File: src/rtl/int_ctrl_pkg.sv
// Interrupt sequencer shared definitions.
// FSM encodings, CPSR mux codes and default CPSR mask bit positions.
package int_ctrl_pkg;

  typedef enum logic [2:0] {
    S_IDLE,
    S_SAVE,
    S_MASK,
    S_VECT,
    S_RESTORE,
    S_RETIP
  } state_t;

  localparam logic [2:0] CSEL_SPSR     = 3'd2;
  localparam logic [2:0] CSEL_SPSR_FIQ = 3'd3;
  localparam logic [2:0] CSEL_FLAGS    = 3'd4;

  localparam int SYNC_DEF  = 2;
  localparam int I_BIT_DEF = 10;
  localparam int F_BIT_DEF = 13;

  localparam logic [2:0] IRQ_VEC_DEF = 3'd3;
  localparam logic [2:0] FIQ_VEC_DEF = 3'd4;
  localparam logic [2:0] RET_DEF     = 3'd5;

endpackage

File: src/rtl/int_ctrl_unit_sync_bit.sv
// Multi-flop synchroniser for one asynchronous level input.
// Synchronous active-high clear.
module sync_bit #(
  parameter int STAGES = 2
) (
  input  logic clk,
  input  logic reset,
  input  logic d,
  output logic q
);

  logic [STAGES-1:0] chain;

  always_ff @(posedge clk) begin
    if (reset) chain <= '0;
    else       chain <= {chain[STAGES-2:0], d};
  end

  assign q = chain[STAGES-1];

endmodule

File: src/rtl/int_ctrl_unit.sv
// Interrupt entry/return sequencer in front of the execution unit.
// FIQ beats IRQ; reti beats a new request in the same IDLE cycle.
module int_ctrl_unit
  import int_ctrl_pkg::*;
#(
  parameter int         SYNC_STAGES = SYNC_DEF,
  parameter int         I_BIT       = I_BIT_DEF,
  parameter int         F_BIT       = F_BIT_DEF,
  parameter logic [2:0] IRQ_VEC_SEL = IRQ_VEC_DEF,
  parameter logic [2:0] FIQ_VEC_SEL = FIQ_VEC_DEF,
  parameter logic [2:0] RET_SEL     = RET_DEF
) (
  input  logic        W_Clk,
  input  logic        reset,
  input  logic        irq_in,
  input  logic        fiq_in,
  input  logic        boundary,
  input  logic        reti,
  input  logic [31:0] CPSR_out,
  output logic        busy,
  output logic [1:0]  int_ack,
  output logic        SPSR_ld,
  output logic        SPSR_fiq_ld,
  output logic        SPSR_fiq_sel,
  output logic        Link_ld,
  output logic        Link_fiq_ld,
  output logic        Link_fiq_sel,
  output logic [2:0]  CPSR_sel,
  output logic [2:0]  CPSR_ld,
  output logic [31:0] change_flags,
  output logic [2:0]  IP_sel,
  output logic        IP_ld,
  output logic        in_irq,
  output logic        in_fiq
);

  state_t state, next;
  logic   kind_fiq;
  logic   irq_s, fiq_s;
  logic   take_fiq, take_irq;
  logic   start, ret;
  logic [31:0] mask;

  sync_bit #(.STAGES(SYNC_STAGES)) u_irq (
    .clk(W_Clk), .reset(reset), .d(irq_in), .q(irq_s)
  );

  sync_bit #(.STAGES(SYNC_STAGES)) u_fiq (
    .clk(W_Clk), .reset(reset), .d(fiq_in), .q(fiq_s)
  );

  assign take_fiq = fiq_s & ~CPSR_out[F_BIT] & ~in_fiq;
  assign take_irq = irq_s & ~CPSR_out[I_BIT] & ~in_irq
                  & ~in_fiq & ~take_fiq;
  assign start = boundary & (take_fiq | take_irq);
  assign ret   = reti & (in_fiq | in_irq);

  assign SPSR_fiq_sel = 1'b0;
  assign Link_fiq_sel = 1'b0;

  always_ff @(posedge W_Clk) begin
    if (reset) begin
      state    <= S_IDLE;
      kind_fiq <= 1'b0;
      in_irq   <= 1'b0;
      in_fiq   <= 1'b0;
    end else begin
      state <= next;
      if (state == S_IDLE && !ret && start)
        kind_fiq <= take_fiq;
      if (state == S_VECT) begin
        if (kind_fiq) in_fiq <= 1'b1;
        else          in_irq <= 1'b1;
      end
      // innermost handler unwinds first
      if (state == S_RESTORE) begin
        if (in_fiq) in_fiq <= 1'b0;
        else        in_irq <= 1'b0;
      end
    end
  end

  always_comb begin
    mask = '0;
    mask[I_BIT] = 1'b1;
    if (kind_fiq) mask[F_BIT] = 1'b1;
  end

  always_comb begin
    next         = state;
    busy         = (state != S_IDLE);
    int_ack      = 2'b00;
    SPSR_ld      = 1'b0;
    SPSR_fiq_ld  = 1'b0;
    Link_ld      = 1'b0;
    Link_fiq_ld  = 1'b0;
    CPSR_sel     = 3'd0;
    CPSR_ld      = 3'b000;
    change_flags = '0;
    IP_sel       = 3'd0;
    IP_ld        = 1'b0;
    case (state)
      S_IDLE: begin
        unique case (1'b1)
          ret:     next = S_RESTORE;
          start:   next = S_SAVE;
          default: next = S_IDLE;
        endcase
      end
      S_SAVE: begin
        SPSR_fiq_ld = kind_fiq;
        Link_fiq_ld = kind_fiq;
        SPSR_ld     = ~kind_fiq;
        Link_ld     = ~kind_fiq;
        next        = S_MASK;
      end
      S_MASK: begin
        CPSR_sel     = CSEL_FLAGS;
        CPSR_ld      = 3'b111;
        change_flags = CPSR_out | mask;
        next         = S_VECT;
      end
      S_VECT: begin
        IP_sel  = kind_fiq ? FIQ_VEC_SEL : IRQ_VEC_SEL;
        IP_ld   = 1'b1;
        int_ack = kind_fiq ? 2'b10 : 2'b01;
        next    = S_IDLE;
      end
      S_RESTORE: begin
        CPSR_sel = in_fiq ? CSEL_SPSR_FIQ : CSEL_SPSR;
        CPSR_ld  = 3'b111;
        next     = S_RETIP;
      end
      S_RETIP: begin
        IP_sel = RET_SEL;
        IP_ld  = 1'b1;
        next   = S_IDLE;
      end
      default: next = S_IDLE;
    endcase
  end

endmodule

File: config.mk
export PLATFORM = sky130hd
export DESIGN_NAME = int_ctrl_unit
export DESIGN_NICKNAME = d
export VERILOG_FILES = /design/src/rtl/int_ctrl_pkg.sv /design/src/rtl/int_ctrl_unit_sync_bit.sv /design/src/rtl/int_ctrl_unit.sv
export SDC_FILE = /design/constraint.sdc
export NUM_CORES = 1
export LEC_CHECK = 0
export CAP_MARGIN = 20
export CORE_MARGIN = 5
export CORE_UTILIZATION = 30
export CTS_BUF_LIST = sky130_fd_sc_hd__clkbuf_2
export CTS_CLUSTER_SIZE = 10
export DETAILED_ROUTE_END_ITERATION = 10
export GPL_TIMING_DRIVEN = 0
export MAX_ROUTING_LAYER = met4
export PLACE_DENSITY = 0.86
export SLEW_MARGIN = 25
export SYNTH_ARGS = -nofsm -noshare
export SYNTH_HDL_FRONTEND = slang
export SYNTH_SLANG_ARGS = --single-unit
File: constraint.sdc
create_clock -name W_Clk -period 3.2 [get_ports W_Clk]
set_clock_uncertainty 0.15 [all_clocks]
set_input_delay 0.32 -clock W_Clk [delete_from_list [all_inputs] [get_ports W_Clk]]
set_output_delay 0.32 -clock W_Clk [all_outputs]
set_load 0.03 [all_outputs]
# Word level (Yosys, flattened, before mapping)
# Index checks and enable logic that the tools add are counted.
[word_totals]
input_bits = 38
reg_bits = 10
out_inout_bits = 53
[op_classes]
n_mux = 22
n_eq_ne = 5
bitwise_logic = 17
n_reduce_logical = 7
[ops]
columns = ["cell", "n"]
rows = [
  ["$mux 32", 1],
  ["$or 32x14->32", 1],
  ["$pmux 3 s2", 3],
  ["$mux 1", 13],
  ["$pmux 3 s4", 1],
  ["$and 1x1->1", 8],
  ["$eq 3x2->1 const B", 2],
  ["$eq 3x3->1 const B", 2],
  ["$mux 3", 2],
  ["$not 1->1", 6],
  ["$mux 2", 2],
  ["$reduce_or 2->1", 2],
  ["$eq 3x1->1 const B", 1],
  ["$logic_not 3->1", 1],
  ["$reduce_bool 3->1", 1],
  ["$logic_and 1x1->1", 2],
  ["$or 1x1->1", 2],
  ["$logic_not 1->1", 1],
]

# Logic depth before layout (Yosys ltp)
[depth]
word_depth = 9
ltp_mapped = 5

# By module
# Synthesis repeated with hierarchy kept, for this count alone.
[hier_totals]
cells_unflattened = 101
hier_area_um2 = 825.8
[modules_own_cells]
columns = ["module", "n_inst", "seq_area_each_um2", "area_each_um2", "cells_each"]
rows = [
  ["int_ctrl_unit", 1, 120.1, 720.7, 93],
  ["sync_bit", 2, 40.0, 52.6, 4],
]

# Least setup slack after synthesis
# OpenSTA, ideal clock, no wires.
[synth_path]
kind = "flip-flop to output port"
from = "register state[2]"
to = "output port CPSR_ld[1]"
arrival_time_ns = 1.655
path_slack_ns = 1.075
path_stages_with_launch = 5
t_required_ns = 2.730
n_path_buf = 2
path_cell_list = "dfxtp_1 > buf_6 > nand2b_4 > o21ai_0 > buf_4"
[synth_between]
elab_chain_cells = 3
word_cells_on_any_way = 4
[synth_lines]
columns = ["item", "line_no", "rtl"]
rows = [
  ["start: declaration", "int_ctrl_unit.sv:37", "state_t state, next;"],
  ["start signal: assignment", "int_ctrl_unit.sv:68", "state <= next;"],
  ["$eq 3x3->1 or $eq 3x2->1 (tied branches)", "int_ctrl_unit.sv:102", "case (state)"],
  ["$reduce_or 2->1 (no line) (*)", "n/a", ""],
  ["$mux 3 (*)", "int_ctrl_unit.sv:102", ""],
  ["end: declaration", "int_ctrl_unit.sv:29", "output logic [2:0] CPSR_ld,"],
]
# Every way passes the cells marked *; elsewhere a longest branch is shown, timed or not.

# Worst setup path in the final report
# Same ends and word-level chain as after synthesis.

==> impl_metrics.env <==
export IMPL_initial_core_util=0.306
export IMPL_critPathKind="reg -> out"
export IMPL_vdd_drop_max_v=0.000198
export IMPL_wl_um=3100
export IMPL_detail_route_wl_per_cell_um=13.6
export IMPL_overflow=0
export IMPL_grt_usage=0.156
export IMPL_die_h_um=62.3
export IMPL_via_count=1027
export IMPL_grt_pass1_vias=999
export IMPL_core_um2=2690
export IMPL_clock_latency_ns=0.25
export IMPL_cts_buffer_depth=2
export IMPL_critical_path_cell_chain="buf_6 > or3b_4 > o21ai_0 > buf_4 > clkdlybuf4s50_1"
export IMPL_cts_buffers=3
export IMPL_crit_required_ns=2.73
export IMPL_hpwl_um=2640
export IMPL_period_needed_ns=2.58
export IMPL_setup_tns_ns=0
export IMPL_clkTransAtPathRegs_ns=0.10
export IMPL_cts_root_buf="clkbuf_2"
export IMPL_slowest_delay_ns=0.67
export IMPL_syn_cell_area_um2=821
export IMPL_synth_area_leaders="dfxtp_1 (24%), and2_1 (24%), buf_4 (9.1%)"
export IMPL_synth_area_per_cell_um2=7.89
export IMPL_hp_class="reg -> reg"
export IMPL_drtPass1Iterations=4
export IMPL_dieArea_um2=3880
export IMPL_p_leak_uw=0.000691
export IMPL_num_antenna_cells=0
export IMPL_drc=0
export IMPL_maxCapViolCount=0
export IMPL_layout_drive_gt1_share=0.122
export IMPL_crit_fanout=10
export IMPL_vias_per_cell=4.50
export IMPL_dp_slack_ns=0.899
export IMPL_setup_violations=0
export IMPL_synth_cells=104
export IMPL_grt_pass1_wl_um=4880
export IMPL_hold_violations=0
export IMPL_synth_cell_types=32
export IMPL_tritoncts="done"
export IMPL_area_growth_pct=115
export IMPL_synth_top_area_frac=0.244
export IMPL_final_max_slew_viol_count=0
export IMPL_crit_slowest_cell="clkdlybuf4s50_1"
export IMPL_ctsResizeCount=0
export IMPL_portBuffers=88
export IMPL_cts_sinks=10
export IMPL_gp_congestion=0.796
export IMPL_cp_end_kind="primary output"
export IMPL_htreeDepth=1
export IMPL_cts_hold_buffers=0
export IMPL_max_freq_ghz=0.388
export IMPL_fin_crit_sh=0.805
export IMPL_ant_nets=0
export IMPL_fp_dieW_um=62.3
export IMPL_rsz0062_at_grt="no"
export IMPL_power_density_nw_per_um2=214
export IMPL_fin_ws_ns=0.623
export IMPL_postCtsSetupBuffers=0
export IMPL_worstPathArrival_ns=2.11
export IMPL_fin_nets=236
export IMPL_seq_area_frac_synth=0.244
export IMPL_synth_largest_area_cell="dfxtp_1"
export IMPL_ys_ff_latch=10
export IMPL_rows=19
export IMPL_critPathLaunchType="flip-flop"
export IMPL_io_pins=91
export IMPL_outcome="finished, final reports clean"
export IMPL_grt_max_degree=12
export IMPL_num_fill_cells=230
export IMPL_drtIter0Drc=11
export IMPL_ys_warn_count=0
export IMPL_antenna_found_initial=0
==> power breakdown <==
part           internal, uW  switching, uW
Combinational          95.6           80.6
Clock                  27.1           43.0
Sequential              129           3.00
==> cells in the mapped netlist, drive strengths merged <==
cell / count
and2: 31
and4bb: 1
buf: 12
o2111a: 1
inv: 4
o21ai: 5
nand2: 3
nor2: 5
a211oi: 1
or3b: 1
xnor2: 1
o21a: 1
and3: 2
a211o: 1
clkbuf: 3
a21boi: 2
dfxtp: 10
conb: 1
a2111oi: 1
nor3b: 2
nand2b: 3
a31oi: 1
nand4: 1
nor3: 3
nor2b: 7
a21oi: 1
==> worst max-delay path, delay by kind of cell (launching register included) <==
kind	cells	cell delay (ns)
AOI/OAI and AO/OA	1	0.15
buffers and inverters	3	0.96
DFF	1	0.34
and+or+nand+nor	1	0.41
==> cell usage in the layout (no fill, tap or decap) <==
master / count
or3b_4: 1
and3_1: 2
nor3_1: 3
o2111a_1: 1
and2_1: 31
inv_2: 1
conb_1: 2
a2111oi_0: 1
nor2b_1: 7
clkdlybuf4s50_1: 88
a211oi_2: 1
nand2b_4: 1
clkinv_1: 1
nor2_4: 2
nand2b_1: 2
o21ai_1: 1
and4bb_2: 1
inv_1: 3
nor3b_1: 2
a31oi_1: 1
xnor2_1: 1
o21ai_0: 4
clkbuf_1: 1
nor2_1: 3
a211o_1: 1
o21a_1: 1
nand4_1: 1
a21boi_0: 2
nand2_1: 3
a21oi_1: 1
buf_4: 10
dfxtp_1: 10
buf_6: 2
clkbuf_2: 5
==> state kept, by name, summed over array words and instances, names as in the netlist <==
register	flops
state	3
u_fiq.chain	2
kind_fiq	1
in_fiq	1
in_irq	1
u_irq.chain	2
==> logic make-up (layout without fill, tap and decap cells) <==
logic type / Yosys count / count (layout) / share of synthesized area
flip-flops: 10 / 10 / 0.244
XOR/XNOR: 1 / 1 / 0.0107
AND/OR/NAND/NOR: 59 / 59 / 0.465
buffers and inverters: 19 / 111 / 0.154
AO/OA/AOI/OAI: 14 / 14 / 0.122
other: 1 / 2 / 0.00457
==> metrics by stage <==
step / instances / util / hold slack [ns] / area (um^2) / total power (uW)
CTS: 228 / 0.656 / 0.309 / 1760 / 382
global route: 228 / 0.656 / 0.319 / 1760 / 400
floorplan: 105 / - / 0.264 / 825 / 221
finish: 228 / 0.656 / 0.302 / 1760 / 378
global placement: 224 / 0.649 / 0.268 / 1740 / 309
detailed placement: 224 / 0.649 / 0.285 / 1740 / 312
==> final timing paths <==
check        cells past startpoint           start              to  slack [ns]
max                              5        state[2]      CPSR_ld[1]        0.62
min                              1  u_fiq.chain[0]  u_fiq.chain[1]        0.30
max reg2reg                      4        state[1]        kind_fiq        1.89
min reg2reg                      1  u_fiq.chain[0]  u_fiq.chain[1]        0.30
==> layout make-up <==
cell class,instances,area [um^2],area share
timing repair buffer,88,881,0.500
sequential,10,200,0.114
clock buffer,3,15.0,0.00852
inverter,4,15.0,0.00852
multi-input combinational,76,498,0.282
clock inverter,1,3.75,0.00213
tap,31,38.8,0.0220
buffer,15,111,0.0632
==> per-layer routing <==
layer	track usage	wire, um	vias up	part of all wire
met4	0.0531	50	0	0.016
met2	0.260	1440	69	0.46
li1	-	-	512	-
met3	0.0396	265	8	0.086
met5	-	0	-	0
met1	0.180	1350	438	0.43
Note: power is estimated with default switching activity, not from simulation.
